===== src/rtl/uart_tx_arbiter.sv =====
`default_nettype none
// ============================================================================
// Module   : uart_tx_arbiter
// Function : Round-robin sharing of one UART TX core between NUM_REQ byte
//            sources. Each byte is held for one paced character slot.
// Revision : 1.0
// ============================================================================
module uart_tx_arbiter #(
    parameter int NUM_REQ       = 2,
    parameter int OVER_SAMPLING = 4,
    parameter int GUARD_CYCLES  = 4,
    parameter int DE_CYCLES     = 2
) (
    input  logic                   CLK,
    input  logic                   RST_N,
    input  logic                   iSEVEN_BIT,
    input  logic                   iPARITY_EN,
    input  logic                   iSTOP_BIT,
    input  logic [NUM_REQ-1:0]     iREQ,
    input  logic [8*NUM_REQ-1:0]   iDATA,
    output logic [NUM_REQ-1:0]     oACK,
    output logic                   oTX_DE,
    output logic [7:0]             oTX_DATA,
    output logic                   oBUSY
);

    localparam int c_CNT_W = $clog2(12*OVER_SAMPLING + GUARD_CYCLES) + 1;
    localparam int c_PW    = (NUM_REQ > 1) ? $clog2(NUM_REQ) : 1;

    localparam logic [0:0] c_IDLE = 1'b0;
    localparam logic [0:0] c_SEND = 1'b1;

    localparam logic [c_PW-1:0] c_PTR_RST = c_PW'(NUM_REQ - 1);
    localparam logic [1:0]      c_DE_INIT = 2'(DE_CYCLES - 1);

    logic [0:0]          r_state, w_state_nxt;
    logic [NUM_REQ-1:0]  r_ack, w_ack_nxt;
    logic                r_de, w_de_nxt;
    logic [7:0]          r_data, w_data_nxt;
    logic                r_busy, w_busy_nxt;
    logic [c_CNT_W-1:0]  r_cnt, w_cnt_nxt;
    logic [1:0]          r_de_cnt, w_de_cnt_nxt;
    logic [c_PW-1:0]     r_ptr, w_ptr_nxt;

    logic                w_any;
    logic [c_PW-1:0]     w_win;
    logic [7:0]          w_win_data;
    int                  w_idx;
    logic [3:0]          w_bits;
    logic [c_CNT_W-1:0]  w_slot;

    // Character length in bits: start + data + optional parity + stop(s)
    always_comb begin
        w_bits = 4'd1 + (iSEVEN_BIT ? 4'd7 : 4'd8) + {3'b000, iPARITY_EN}
               + (iSTOP_BIT ? 4'd2 : 4'd1);
        w_slot = c_CNT_W'(w_bits) * c_CNT_W'(OVER_SAMPLING) + c_CNT_W'(GUARD_CYCLES);
    end

    // Search starts one past the last winner so every requester gets a turn
    always_comb begin
        w_any      = 1'b0;
        w_win      = '0;
        w_win_data = 8'hFF;
        w_idx      = 0;
        for (int k = 1; k <= NUM_REQ; k++) begin
            w_idx = int'(r_ptr) + k;
            if (w_idx >= NUM_REQ) begin
                w_idx = w_idx - NUM_REQ;
            end
            if (!w_any && iREQ[w_idx]) begin
                w_any      = 1'b1;
                w_win      = c_PW'(w_idx);
                w_win_data = iDATA[8*w_idx +: 8];
            end
        end
    end

    always_ff @(posedge CLK or negedge RST_N) begin
        if (!RST_N) begin
            r_state  <= c_IDLE;
            r_ack    <= '0;
            r_de     <= 1'b0;
            r_data   <= 8'hFF;
            r_busy   <= 1'b0;
            r_cnt    <= '0;
            r_de_cnt <= '0;
            r_ptr    <= c_PTR_RST;
        end else begin
            r_state  <= w_state_nxt;
            r_ack    <= w_ack_nxt;
            r_de     <= w_de_nxt;
            r_data   <= w_data_nxt;
            r_busy   <= w_busy_nxt;
            r_cnt    <= w_cnt_nxt;
            r_de_cnt <= w_de_cnt_nxt;
            r_ptr    <= w_ptr_nxt;
        end
    end

    always_comb begin
        w_state_nxt = r_state;
        case (r_state)
            c_IDLE:  if (w_any) w_state_nxt = c_SEND;
            c_SEND:  if (r_cnt == '0) w_state_nxt = c_IDLE;
            default: w_state_nxt = c_IDLE;
        endcase
    end

    always_comb begin
        w_ack_nxt    = '0;
        w_de_nxt     = r_de;
        w_data_nxt   = r_data;
        w_busy_nxt   = r_busy;
        w_cnt_nxt    = r_cnt;
        w_de_cnt_nxt = r_de_cnt;
        w_ptr_nxt    = r_ptr;
        case (r_state)
            c_IDLE: begin
                w_de_nxt   = 1'b0;
                w_busy_nxt = 1'b0;
                if (w_any) begin
                    w_ack_nxt[w_win] = 1'b1;
                    w_data_nxt       = w_win_data;
                    w_de_nxt         = 1'b1;
                    w_de_cnt_nxt     = c_DE_INIT;
                    w_cnt_nxt        = w_slot - c_CNT_W'(1);
                    w_ptr_nxt        = w_win;
                    w_busy_nxt       = 1'b1;
                end
            end
            c_SEND: begin
                w_cnt_nxt = r_cnt - c_CNT_W'(1);
                // DE drops early so the core always sees a fresh rising edge
                if (r_de_cnt == 2'd0) begin
                    w_de_nxt = 1'b0;
                end else begin
                    w_de_cnt_nxt = r_de_cnt - 2'd1;
                end
                if (r_cnt == '0) begin
                    w_cnt_nxt  = '0;
                    w_de_nxt   = 1'b0;
                    w_busy_nxt = 1'b0;
                end
            end
            default: begin
                w_de_nxt   = 1'b0;
                w_busy_nxt = 1'b0;
            end
        endcase
    end

    assign oACK     = r_ack;
    assign oTX_DE   = r_de;
    assign oTX_DATA = r_data;
    assign oBUSY    = r_busy;

endmodule
`default_nettype wire


===== config.mk =====
export PLATFORM = sky130hd
export DESIGN_NAME = uart_tx_arbiter
export DESIGN_NICKNAME = d
export VERILOG_FILES = /design/src/rtl/uart_tx_arbiter.sv
export SDC_FILE = /design/constraint.sdc
export NUM_CORES = 1
export LEC_CHECK = 0
export ABC_AREA = 1
export CORE_MARGIN = 3
export CORE_UTILIZATION = 50
export DETAILED_ROUTE_END_ITERATION = 6
export GPL_TIMING_DRIVEN = 0
export HOLD_SLACK_MARGIN = 0.1
export PLACE_DENSITY = 0.81
export SETUP_SLACK_MARGIN = 0.02
export SLEW_MARGIN = 20
export SYNTH_ARGS = -nofsm -noshare
export SYNTH_HDL_FRONTEND = slang
export SYNTH_SLANG_ARGS = --single-unit

===== constraint.sdc =====
create_clock -name CLK -period 1.5 [get_ports CLK]
set_input_delay 0.45 -clock CLK [delete_from_list [all_inputs] [get_ports CLK]]
set_output_delay 0.45 -clock CLK [all_outputs]
set_load 0.05 [all_outputs]

Word level (Yosys, flattened, before mapping) --
Cells that the tools add are included. W data, S select, Z words.
Storage, ports and cells: bits in registers 23, input bits 23, output and inout port bits 12, word-level logic and storage cells 73
Operators by class: $add $sub $neg 11, order comparisons 6, eq/ne operators 4, shift operators 2, multiplexer cells 34, bitwise logic cells 1, reduce and logical (&&, ||, !) cells 7
Operators with widths (count):
- $lt A32 B3 Y1 const B | 2
- $mux W32 | 2
- $shiftx A16 B32 Y8 | 2
- $mux W1 | 16
- $mux W8 | 2
- $mux W7 | 2
- $pmux W7 S2 | 1
- $sub A7 B1 Y7 const B | 2
- $mux W2 | 5
- $add A6 B3 Y7 const B | 1
- $logic_not A7 Y1 | 1
- $pmux W1 S2 | 3
- $add A1 B4 Y4 const A | 1
- $add A4 B1 Y4 | 1
- $add A4 B2 Y4 | 1
- $mux W4 | 1
- $ne A2 B2 Y1 const B | 2
- $pmux W2 S2 | 1
- $reduce_and A2 Y1 | 2
- $sub A3 B2 Y4 const B | 1
- $add A1 B2 Y3 const B | 1
- $ge A3 B2 Y1 const B | 1
- $ne A3 B1 Y1 const B | 1
- $sub A2 B2 Y3 const B | 1
- 11 further kinds | 12

Depth between registers and ports, before layout --
Gate-level depths: netlist of the first run.
depth in word-level cells 16, gate-level depth with buffers 11, mapped depth without buffers 11

Least setup slack after synthesis of the first run --
Ideal clock, no wire load.
kind input -> register, start point input iPARITY_EN, end point register r_cnt[4], arrival time 1.690 ns, required time 1.382 ns, path slack -0.307 ns, stages 9, cells stage by stage inv_1 > ha_1 > inv_1 > ha_1 > fa_1 > xnor2_1 > o21ai_0 > a21oi_1 > nor2_1
On the way: word-level cells in the longest chain between the ends 6
Ends and longest elaborated chain:
- start, declared | RTL line 17 | input logic iPARITY_EN,
- $add A4 B1 Y4 | RTL line 54 | w_bits = 4'd1 + (iSEVEN_BIT ? 4'd7 : 4'd8) + {3'b000, iPARITY_EN}
- $add A4 B2 Y4 | RTL line 55 | + (iSTOP_BIT ? 4'd2 : 4'd1);
- $add A6 B3 Y7 | RTL line 56 | w_slot = c_CNT_W'(w_bits) * c_CNT_W'(OVER_SAMPLING) + c_CNT_W'(GUARD_CYCLES);
- $sub A7 B1 Y7 | RTL line 126 | w_cnt_nxt = w_slot - c_CNT_W'(1);
- $mux W7 | RTL line 121 | if (w_any) begin
- $pmux W7 S2 | RTL line 117 | case (r_state)
- end signal, assigned | RTL line 94 | r_cnt <= w_cnt_nxt;
- end, declared | RTL line 41 | logic [c_CNT_W-1:0] r_cnt, w_cnt_nxt;
Every way passes these cells. The select of a mux whose other input is x is not followed. A chain may end at the register's enable or synchronous reset.

Worst setup path after layout of the first run --
start point input iSTOP_BIT, end point register r_cnt[4]
On the way: word-level cells in the longest chain between the ends 6
Ends and longest elaborated chain:
- start, declared | RTL line 18 | input logic iSTOP_BIT,
- $mux W2 | RTL line 55
- $add A4 B2 Y4 | RTL line 55
- $add A6 B3 Y7 | RTL line 56
- $sub A7 B1 Y7 | RTL line 126
- $mux W7 | RTL line 121
- $pmux W7 S2 | RTL line 117
Every way passes these cells. The select of a mux whose other input is x is not followed.

==> results of run 1 <==
flip-flops by register name (all words and copies together) (netlist names):
signal and flops:
r_ptr 1, oBUSY 1, r_de_cnt 2, r_cnt 7
r_state 1, oTX_DE 1, oACK 2, oTX_DATA 8
critical path, delay by kind of cell:
family / cells / cell delay (ps)
adders and majority gates: 3 / 730
xor gates and xnor gates: 1 / 170
buffers and inverters: 2 / 130
and+or+nand+nor: 1 / 50
AOI/OAI and AO/OA: 2 / 190
final timing paths:
| kind | from | end | slack (ps) | depth (start not counted) |
|---|---|---|---|---|
| max | iSTOP_BIT | r_cnt[4]$_DFFE_PN0P_ | -20 | 9 |
| min | RST_N | r_de_cnt[1]$_DFFE_PN0P_ | 80 | 1 |
| max reg2reg | r_cnt[0]$_DFFE_PN0P_ | r_cnt[3]$_DFFE_PN0P_ | 70 | 7 |
| min reg2reg | oBUSY$_DFFE_PN0P_ | oBUSY$_DFFE_PN0P_ | 490 | 2 |
| max in group asynchronous | RST_N | oTX_DATA[7]$_DFFE_PN1P_ | 1050 | 1 |
| min in group CLK | iREQ[1] | oACK[1]$_DFF_PN0_ | 470 | 3 |
kinds of logic after synthesis:
family | Yosys count | share of synthesized area (%)
AO/OA/AOI/OAI | 21 | 8.40
flip-flops | 23 | 37.2
adder cells (fa/ha/maj) | 9 | 7.61
AND/OR/NAND/NOR | 126 | 37.6
XOR/XNOR | 3 | 1.66
buffers and inverters | 24 | 7.61
stage by stage:
stage,total power [mW],cells,hold slack [ps],setup WS (ps)
floorplan,1.47,206,154,-218
CTS,2.09,289,492,-20.9
detailed placement,1.75,282,456,-886
global placement,1.72,282,455,-890
global route,2.26,291,103,-114
finish,2.12,291,83.0,-20.0
cell usage in the layout (no fill, tap or decap):
cell type / count
nand2_1: 74
nand3_1: 22
clkdlybuf4s50_1: 16
dfrtp_1: 14
inv_1: 12
nor2_1: 12
buf_8: 11
nand3_2: 9
dfstp_2: 9
buf_4: 8
a21oi_1: 7
buf_2: 6
o21ai_0: 6
ha_1: 6
inv_2: 5
nand2_2: 3
xnor2_1: 3
o21ai_1: 3
clkbuf_4: 3
o21ai_4: 2
nor2_2: 2
ha_4: 2
inv_8: 1
nor2_4: 1
o21ai_2: 1
buf_6: 1
nor2_8: 1
inv_6: 1
nand2_4: 1
or2_1: 1
o22ai_1: 1
a21oi_2: 1
fa_2: 1
clkbuf_1: 1
dlygate4sd2_1: 1
dlymetal6s2s_1: 1
metal layers:
layer  wire length [um]  share of wire, %  up-vias
li1                   -                 -      746
met1               1630                43      710
met2               1890                49       47
met3                188               4.9       14
met4                123               3.2        0
met5                  0                 0        -
layout make-up:
type                       count  area, um2  share of cell area [%]
buffer                         5       46.3                    2.19
clock buffer                   4       26.3                    1.24
inverter                      19       83.8                    3.97
multi-input combinational    159        913                    43.3
sequential                    23        587                    27.8
tap                           42       52.6                    2.49
timing repair buffer          39        402                    19.0
power breakdown:
| part | switching [mW] | internal (mW) |
|---|---|---|
| logic | 0.562 | 0.389 |
| clock network | 0.201 | 0.104 |
| registers | 0.103 | 0.756 |
| total | 0.866 | 1.25 |
timing repair:
action / 4_1_cts / 5_1_grt
setup endpoints to repair: 29 / 26
setup buffers: 3 / 2
pin swaps: 7 / 0
resized for setup: 102 / 10
==> impl_metrics.yaml, run 1 <==
route:
  routedWlPerCell_um: 13.2
  drt-vias-per-instance: 5.21
  drc: 0
  drt-pass1-iter-count: 4
  vias: 1517
  drt-total-wl_mm: 3.83
  ant_nets: 0
  drtIter0Drc: 72
floorplan:
  dieHeight_um: 62.2
  die_area_um2: 3870
  ios: 35
  start_util_pct: 54.9
  die_x_um: 62.2
  core_area_um2: 2880
  rows: 19
global_route:
  grt_start_max_net_pins: 24
  grt_pass1_vias: 1450
  antenna_found_initial: 0
  busiest_layer: "met2"
  grt_pass1_wl_mm: 6.28
  grt_overflow: 0
  track_usage_pct: 19.5
  met2_usage_pct: 32.1
  grt_util_met1_pct: 25.5
  grtUsageMet3_pct: 3.06
worst_setup_path:
  max_stage_delay_ps: 330
  worstPathCellList: "buf_8 -> ha_4 -> inv_2 -> ha_4 -> fa_2 -> xnor2_1 -> o21ai_1 -> a21oi_1 -> nor2_1"
  cp-end-kind: "register"
  worstPathMaxFanout: 3
  crit_top_cell: "ha_4"
  slowest_stage: "fa_2"
  crit_type: "in2reg"
  cp-start-kind: "primary input"
  arrival_ps: 1740
  worstPathRequired_ps: 1720
cells_and_area:
  diodes: 0
  area_growth_pct: 33.7
  drive_gt1_share_pct: 27.7
  utilization_pct: 73.4
  fill_cells: 235
  fin_nets: 282
  final_area_um2: 2110
sta:
  finalSetupTns_ps: -20.0
  timing.clock.skew_ps: 6.31
  finalSetupViolations: 1
  drv_slew: 0
  fin_crit_ps: 1520
  max_slew_margin_pct: 65.7
  period_share_pct: 101
  final_hold_viol_count: 0
  worst_pin_slew_ps: 515
  rsz0062_at_grt: "yes"
  fmax_mhz: 658
  timing.final.ws_setup_ps: -20.0
clock_network:
  cts_buffers: 3
  clock_sinks: 23
  cts_tree: "built"
  cts_root_buf: "clkbuf_4"
  clk_latency_ps: 310
  clkTransAtPathRegs_ps: 140
  cts_max_level: 1
  cts_buffer_depth: 2
  cts_hold_buf: 0
synth:
  synth.top_cell.area_share_pct: 22.2
  synthTopCellsByArea: "dfrtp_1 (22%), nand2_1 (18%), dfstp_2 (15%)"
  synth-seq-cells: 23
  ys_warn_count: 0
  synth_enable_flop_cells: 0
  syn_area_um2: 1580
  ys_async_sr_fraction_pct: 100
  synth.distinct_cells: 27
  synth_common_cells: "nand2_1 (75), nand3_1 (22), inv_1 (16), dfrtp_1 (14), nor2_1 (13)"
  ys.flop_type: "dfrtp_1"
  yosys.area.top_type: "dfrtp_1"
  synth.most_common_cell: "nand2_1"
  syn_area_per_cell_um2: 7.67
  synth_nets: 238
  netlist_instances: 206
  synth.yosys.seq_area_share_pct: 37.2
run_status:
  status: "complete, but fails checks"
  violations: "setup timing"
placed_design:
  dp_hpwl_mm: 2.75
  port_buffers: 34
  gp_congestion: 0.788
  placed_area_um2: 2010
pwr:
  p_leak_nw: 1.02
  peakVddDrop_uv: 644
  powerDensity_nw_per_um2: 1000
worst_hold_path:
  hold_class: "in2async"
job:
  drv_cap: 0
Note: power is estimated with default switching activity, not from simulation.
==> run 2, diff against run 1 <==
Settings changed: SLEW_MARGIN 20 to 30.
==> run 2 against run 1 <==
The flow still finishes with violations (setup timing). Hold slack better by 1.1 ps. First-iteration DRC count shrank 17%. Power decreased by 0.35%. Core utilization up 0.13 points. Non-clock buffer count stayed put. Register-to-register slack hardly changed. Maximum frequency up 0.58%. Sequential cell count unchanged. Final area grew 0.18%. Sequential share of layout area about the same. Sequential power shrank 0.7%. Combinational power barely moved. Critical path type unchanged. Highest routed layer unchanged.
==> impl_metrics.yaml, run 2 (synthesis gave the netlist of run 1 again) <==
run_status:
  status: "complete, but fails checks"
  violations: "setup timing"
clock_network:
  cts_buffers: 3
  clkTransAtPathRegs_ps: 140
  cts_max_level: 1
  cts_root_buf: "clkbuf_4"
  cts_hold_buf: 0
  cts_buffer_depth: 2
  clock_sinks: 23
  clk_latency_ps: 310
  cts_tree: "built"
sta:
  rsz0062_at_grt: "yes"
  fin_crit_ps: 1510
  drv_slew: 0
  finalSetupTns_ps: -11.3
  max_slew_margin_pct: 65.5
  fmax_mhz: 662
  period_share_pct: 101
  timing.clock.skew_ps: 7.71
  timing.final.ws_setup_ps: -11.3
  worst_pin_slew_ps: 517
  finalSetupViolations: 1
  final_hold_viol_count: 0
  timing.hold.ws_ps: 84.1
route:
  routedWlPerCell_um: 12.6
  drt-pass1-iter-count: 4
  drt-vias-per-instance: 5.11
  ant_nets: 0
  drt-total-wl_mm: 3.68
  drc: 0
  vias: 1488
  drtIter0Drc: 60
global_route:
  track_usage_pct: 19.6
  grt_pass1_wl_mm: 6.24
  grt_pass1_vias: 1366
  antenna_found_initial: 0
  grt_start_max_net_pins: 24
  grt_overflow: 0
cells_and_area:
  diodes: 0
  drive_gt1_share_pct: 26.9
  final_cell_mix: "nand2_1 (74), nand3_1 (22), clkdlybuf4s50_1 (16)"
  multi_input_area_um2: 905
  largest_reg_flops: 8
  final_area_um2: 2110
  seq_area_um2: 587
  fin_nets: 282
  fill_cells: 233
  final_common_cell: "nand2_1"
  area_growth_pct: 33.9
  utilization_pct: 73.5
placed_design:
  dp_hpwl_mm: 2.75
  dp_slack_ps: -883
  gp_congestion: 0.788
  port_buffers: 34
  placed_area_um2: 2000
worst_setup_path:
  r2r-end: "r_cnt[3]$_DFFE_PN0P_"
  cp-start-kind: "primary input"
  cp-end-kind: "register"
  worstPathRequired_ps: 1720
  r2r_cells: 7
  crit_type: "in2reg"
  r2r_setup_slack_ps: 60
  worstPathMaxFanout: 3
  cp-startpoint: "iSTOP_BIT"
  timing.rr.start: "r_cnt[0]$_DFFE_PN0P_"
  endpoint: "r_cnt[4]$_DFFE_PN0P_"
  arrival_ps: 1730
floorplan:
  start_util_pct: 54.9
  die_x_um: 62.2
  rows: 19
  dieHeight_um: 62.2
  die_area_um2: 3870
  ios: 35
  core_area_um2: 2880
job:
  drv_cap: 0
worst_hold_path:
  hold_class: "in2async"
pwr:
  p_leak_nw: 1.02
  powerDensity_nw_per_um2: 997
  peakVddDrop_uv: 635
-- run 2: changes by cell type in the layout (fill, tap and decap cells not counted) --
cell     delta
nor2_4      -1
inv_1       +1
buf_12      +1
inv_2       -1
a21oi_1     +1
a21oi_2     -1
buf_4       -1
nor2_2      +1
-- run 2: how the worst min path moves through the flow --
stage,from,endpoint,slack [ps]
6_report,RST_N,oACK[1]$_DFF_PN0_,80
3_3_place_gp,oTX_DATA[4]$_DFFE_PN1P_,oTX_DATA[4]$_DFFE_PN1P_,460
3_5_place_dp,RST_N,r_cnt[3]$_DFFE_PN0P_,460
4_1_cts,RST_N,oTX_DE$_DFFE_PN0P_,110
5_1_grt,RST_N,oACK[1]$_DFF_PN0_,110
2_1_floorplan,RST_N,oACK[0]$_DFF_PN0_,150
-- run 2: through the flow --
step	instances	power [mW]
2_1_floorplan	206	1.47
3_3_place_gp	282	1.72
3_5_place_dp	282	1.75
4_1_cts	288	2.10
5_1_grt	291	2.26
6_report	291	2.11
-- run 2: where the power goes --
group	switching (mW)	leakage (nW)	internal (mW)	total (mW)
registers	0.0971	0.260	0.756	0.853
clock network	0.197	0.0150	0.104	0.301
logic	0.558	0.748	0.396	0.953
-- run 2: what timing repair did --
action / in CTS / in global routing
pin swaps: 7 / 2
endpoints found under the setup margin: 27 / 19
gates resized for setup: 102 / 7
buffers inserted: 2 / 3
-- run 2: critical path: stages --
cell and delay, ps:
buf_8 100, ha_4 250, inv_2 30, ha_4 150, fa_2 330, xnor2_1 140, o21ai_1 80, a21oi_1 130
nor2_1 50
-- run 2: layout make-up --
class                      count  share of cell area (%)
buffer                         5                    2.19
clock buffer                   4                    1.24
inverter                      19                    3.96
multi-input combinational    159                    42.8
sequential                    23                    27.8
tap                           42                    2.49
timing repair buffer          39                    19.6
-- run 2: routing by layer --
metal	GRT usage, %	wire, um	vias up	share of wire, %
li1	-	-	746	-
met1	26.8	1650	690	45
met2	31.3	1780	40	48
met3	3.06	154	12	4.2
met4	7.46	92	0	2.5
met5	0	0	-	0
==> run 3, diff against run 2 <==
Settings changed: CORE_UTILIZATION 50 to 60, DONT_BUFFER_PORTS from default to 1, PLACE_DENSITY 0.81 to 0.78.
==> run 3 against run 2 <==
The run now ends clean. Critical path depth fell by 9. Core utilization fell by 1.3 points. Via count fell by 5.0%. Hold slack improved by 150 ps. Die area fell by 15%. Wire length fell by 5.7%. Count of clock-buffer cells in the layout did not move. Critical endpoint is now oTX_DATA[1].
==> impl_metrics.yaml, run 3 (synthesis gave the netlist of run 1 again) <==
global_route:
  track_usage_pct: 22.9
  grt_pass1_vias: 1477
  busiest_layer: "met2"
  grt_overflow: 0
  antenna_found_initial: 0
  grt_start_max_net_pins: 24
  grtUsageMet3_pct: 6.33
  grt_util_met1_pct: 23.8
  met2_usage_pct: 43.2
  grt_pass1_wl_mm: 5.94
route:
  drt-vias-per-instance: 5.89
  drt-total-wl_mm: 3.47
  drc: 0
  routedWlPerCell_um: 14.5
  vias: 1414
  ant_nets: 0
  drt-pass1-iter-count: 4
  drtIter0Drc: 87
cells_and_area:
  fin_nets: 245
  seq_area_um2: 587
  multi_input_area_um2: 915
  final_cell_mix: "nand2_1 (75), nand3_1 (22), dfrtp_1 (14)"
  final_common_cell: "nand2_1"
  fill_cells: 186
  largest_reg_flops: 8
  area_growth_pct: 8.00
  final_area_um2: 1710
  diodes: 0
  drive_gt1_share_pct: 22.6
pwr:
  peakVddDrop_uv: 1060
  powerDensity_nw_per_um2: 1120
  p_leak_nw: 0.826
worst_setup_path:
  arrival_ps: 1040
  cp-end-kind: "output port"
  worstPathMaxFanout: 2
  cp-start-kind: "register"
  worstPathRequired_ps: 1050
  crit_type: "reg2out"
  worst-path-stages: 0
  r2r_cells: 7
sta:
  rsz0062_at_grt: "yes"
  finalSetupViolations: 0
  fmax_mhz: 669
  fin_crit_ps: 1490
  worst_pin_slew_ps: 485
  timing.clock.skew_ps: 8.16
  max_slew_margin_pct: 67.6
  finalSetupTns_ps: 0
  final_hold_viol_count: 0
  drv_slew: 0
  period_share_pct: 99.6
clock_network:
  cts_root_buf: "clkbuf_4"
  clkTransAtPathRegs_ps: 130
  cts_tree: "built"
  clk_latency_ps: 320
  cts_buffers: 3
  clock_sinks: 23
  cts_buffer_depth: 2
  cts_max_level: 1
placed_design:
  dp_hpwl_mm: 2.67
  port_buffers: 0
  gp_congestion: 0.910
  placed_area_um2: 1650
floorplan:
  die_area_um2: 3280
  core_area_um2: 2360
  dieHeight_um: 57.3
  ios: 35
  start_util_pct: 66.9
  die_x_um: 57.3
  rows: 17
job:
  drv_cap: 0
worst_hold_path:
  whs_path_depth: 1
  hold_class: "in2reg"
run_status:
  status: "completed"
==> run 3: report_power, final <==
part,internal [mW],total (mW),leakage (nW),switching (mW)
registers,0.759,0.997,0.260,0.238
logic,0.247,0.623,0.551,0.376
clock network,0.104,0.291,0.0150,0.187
total,1.11,1.91,0.826,0.801
==> run 3: path summary, 6_finish.rpt <==
| kind | from | endpoint | slack (ps) |
|---|---|---|---|
| max | oTX_DATA[1]$_DFFE_PN1P_ | oTX_DATA[1] | 6 |
| min | iREQ[1] | oACK[0]$_DFF_PN0_ | 230 |
| max reg2reg | r_cnt[0]$_DFFE_PN0P_ | r_cnt[3]$_DFFE_PN0P_ | 90 |
| min reg2reg | r_cnt[0]$_DFFE_PN0P_ | r_cnt[0]$_DFFE_PN0P_ | 550 |
| max in group asynchronous | RST_N | oTX_DATA[6]$_DFFE_PN1P_ | 520 |
| min in group asynchronous | RST_N | oACK[0]$_DFF_PN0_ | 610 |
==> run 3: layer usage <==
layer / up-vias / part of all wire, %
li1: 670 / -
met1: 666 / 36
met2: 68 / 53
met3: 10 / 8.2
met4: 0 / 2.4
met5: - / 0
==> run 3: final cells by class <==
class	count	share of cell area (%)
Clock buffer	4	1.54
Buffer	5	2.57
Sequential cell	23	34.4
Tap cell	28	2.05
Timing Repair Buffer	2	0.880
Multi-Input combinational cell	159	53.6
Inverter	19	4.92
==> run 3: timing repair <==
item                                    CTS  global route
hold buffers                              1             1
endpoints found under the setup margin    7            12
resized for setup                         1             3
setup buffers                             0             0
pin swaps                                 1             0
endpoints found under the hold margin    23             8
==> run 3: through the flow <==
stage / worst slack [ps] / hold WS [ps] / total power [mW] / instances / util, %
floorplan: -218 / 154 / 1.47 / 206 / -
global placement: -299 / 155 / 1.56 / 234 / 69.8
detailed placement: -317 / 155 / 1.60 / 234 / 69.8
CTS: 9.20 / 236 / 1.90 / 239 / 71.7
global route: -18.7 / 238 / 2.04 / 240 / 72.2
finish: 6.28 / 234 / 1.91 / 240 / 72.2
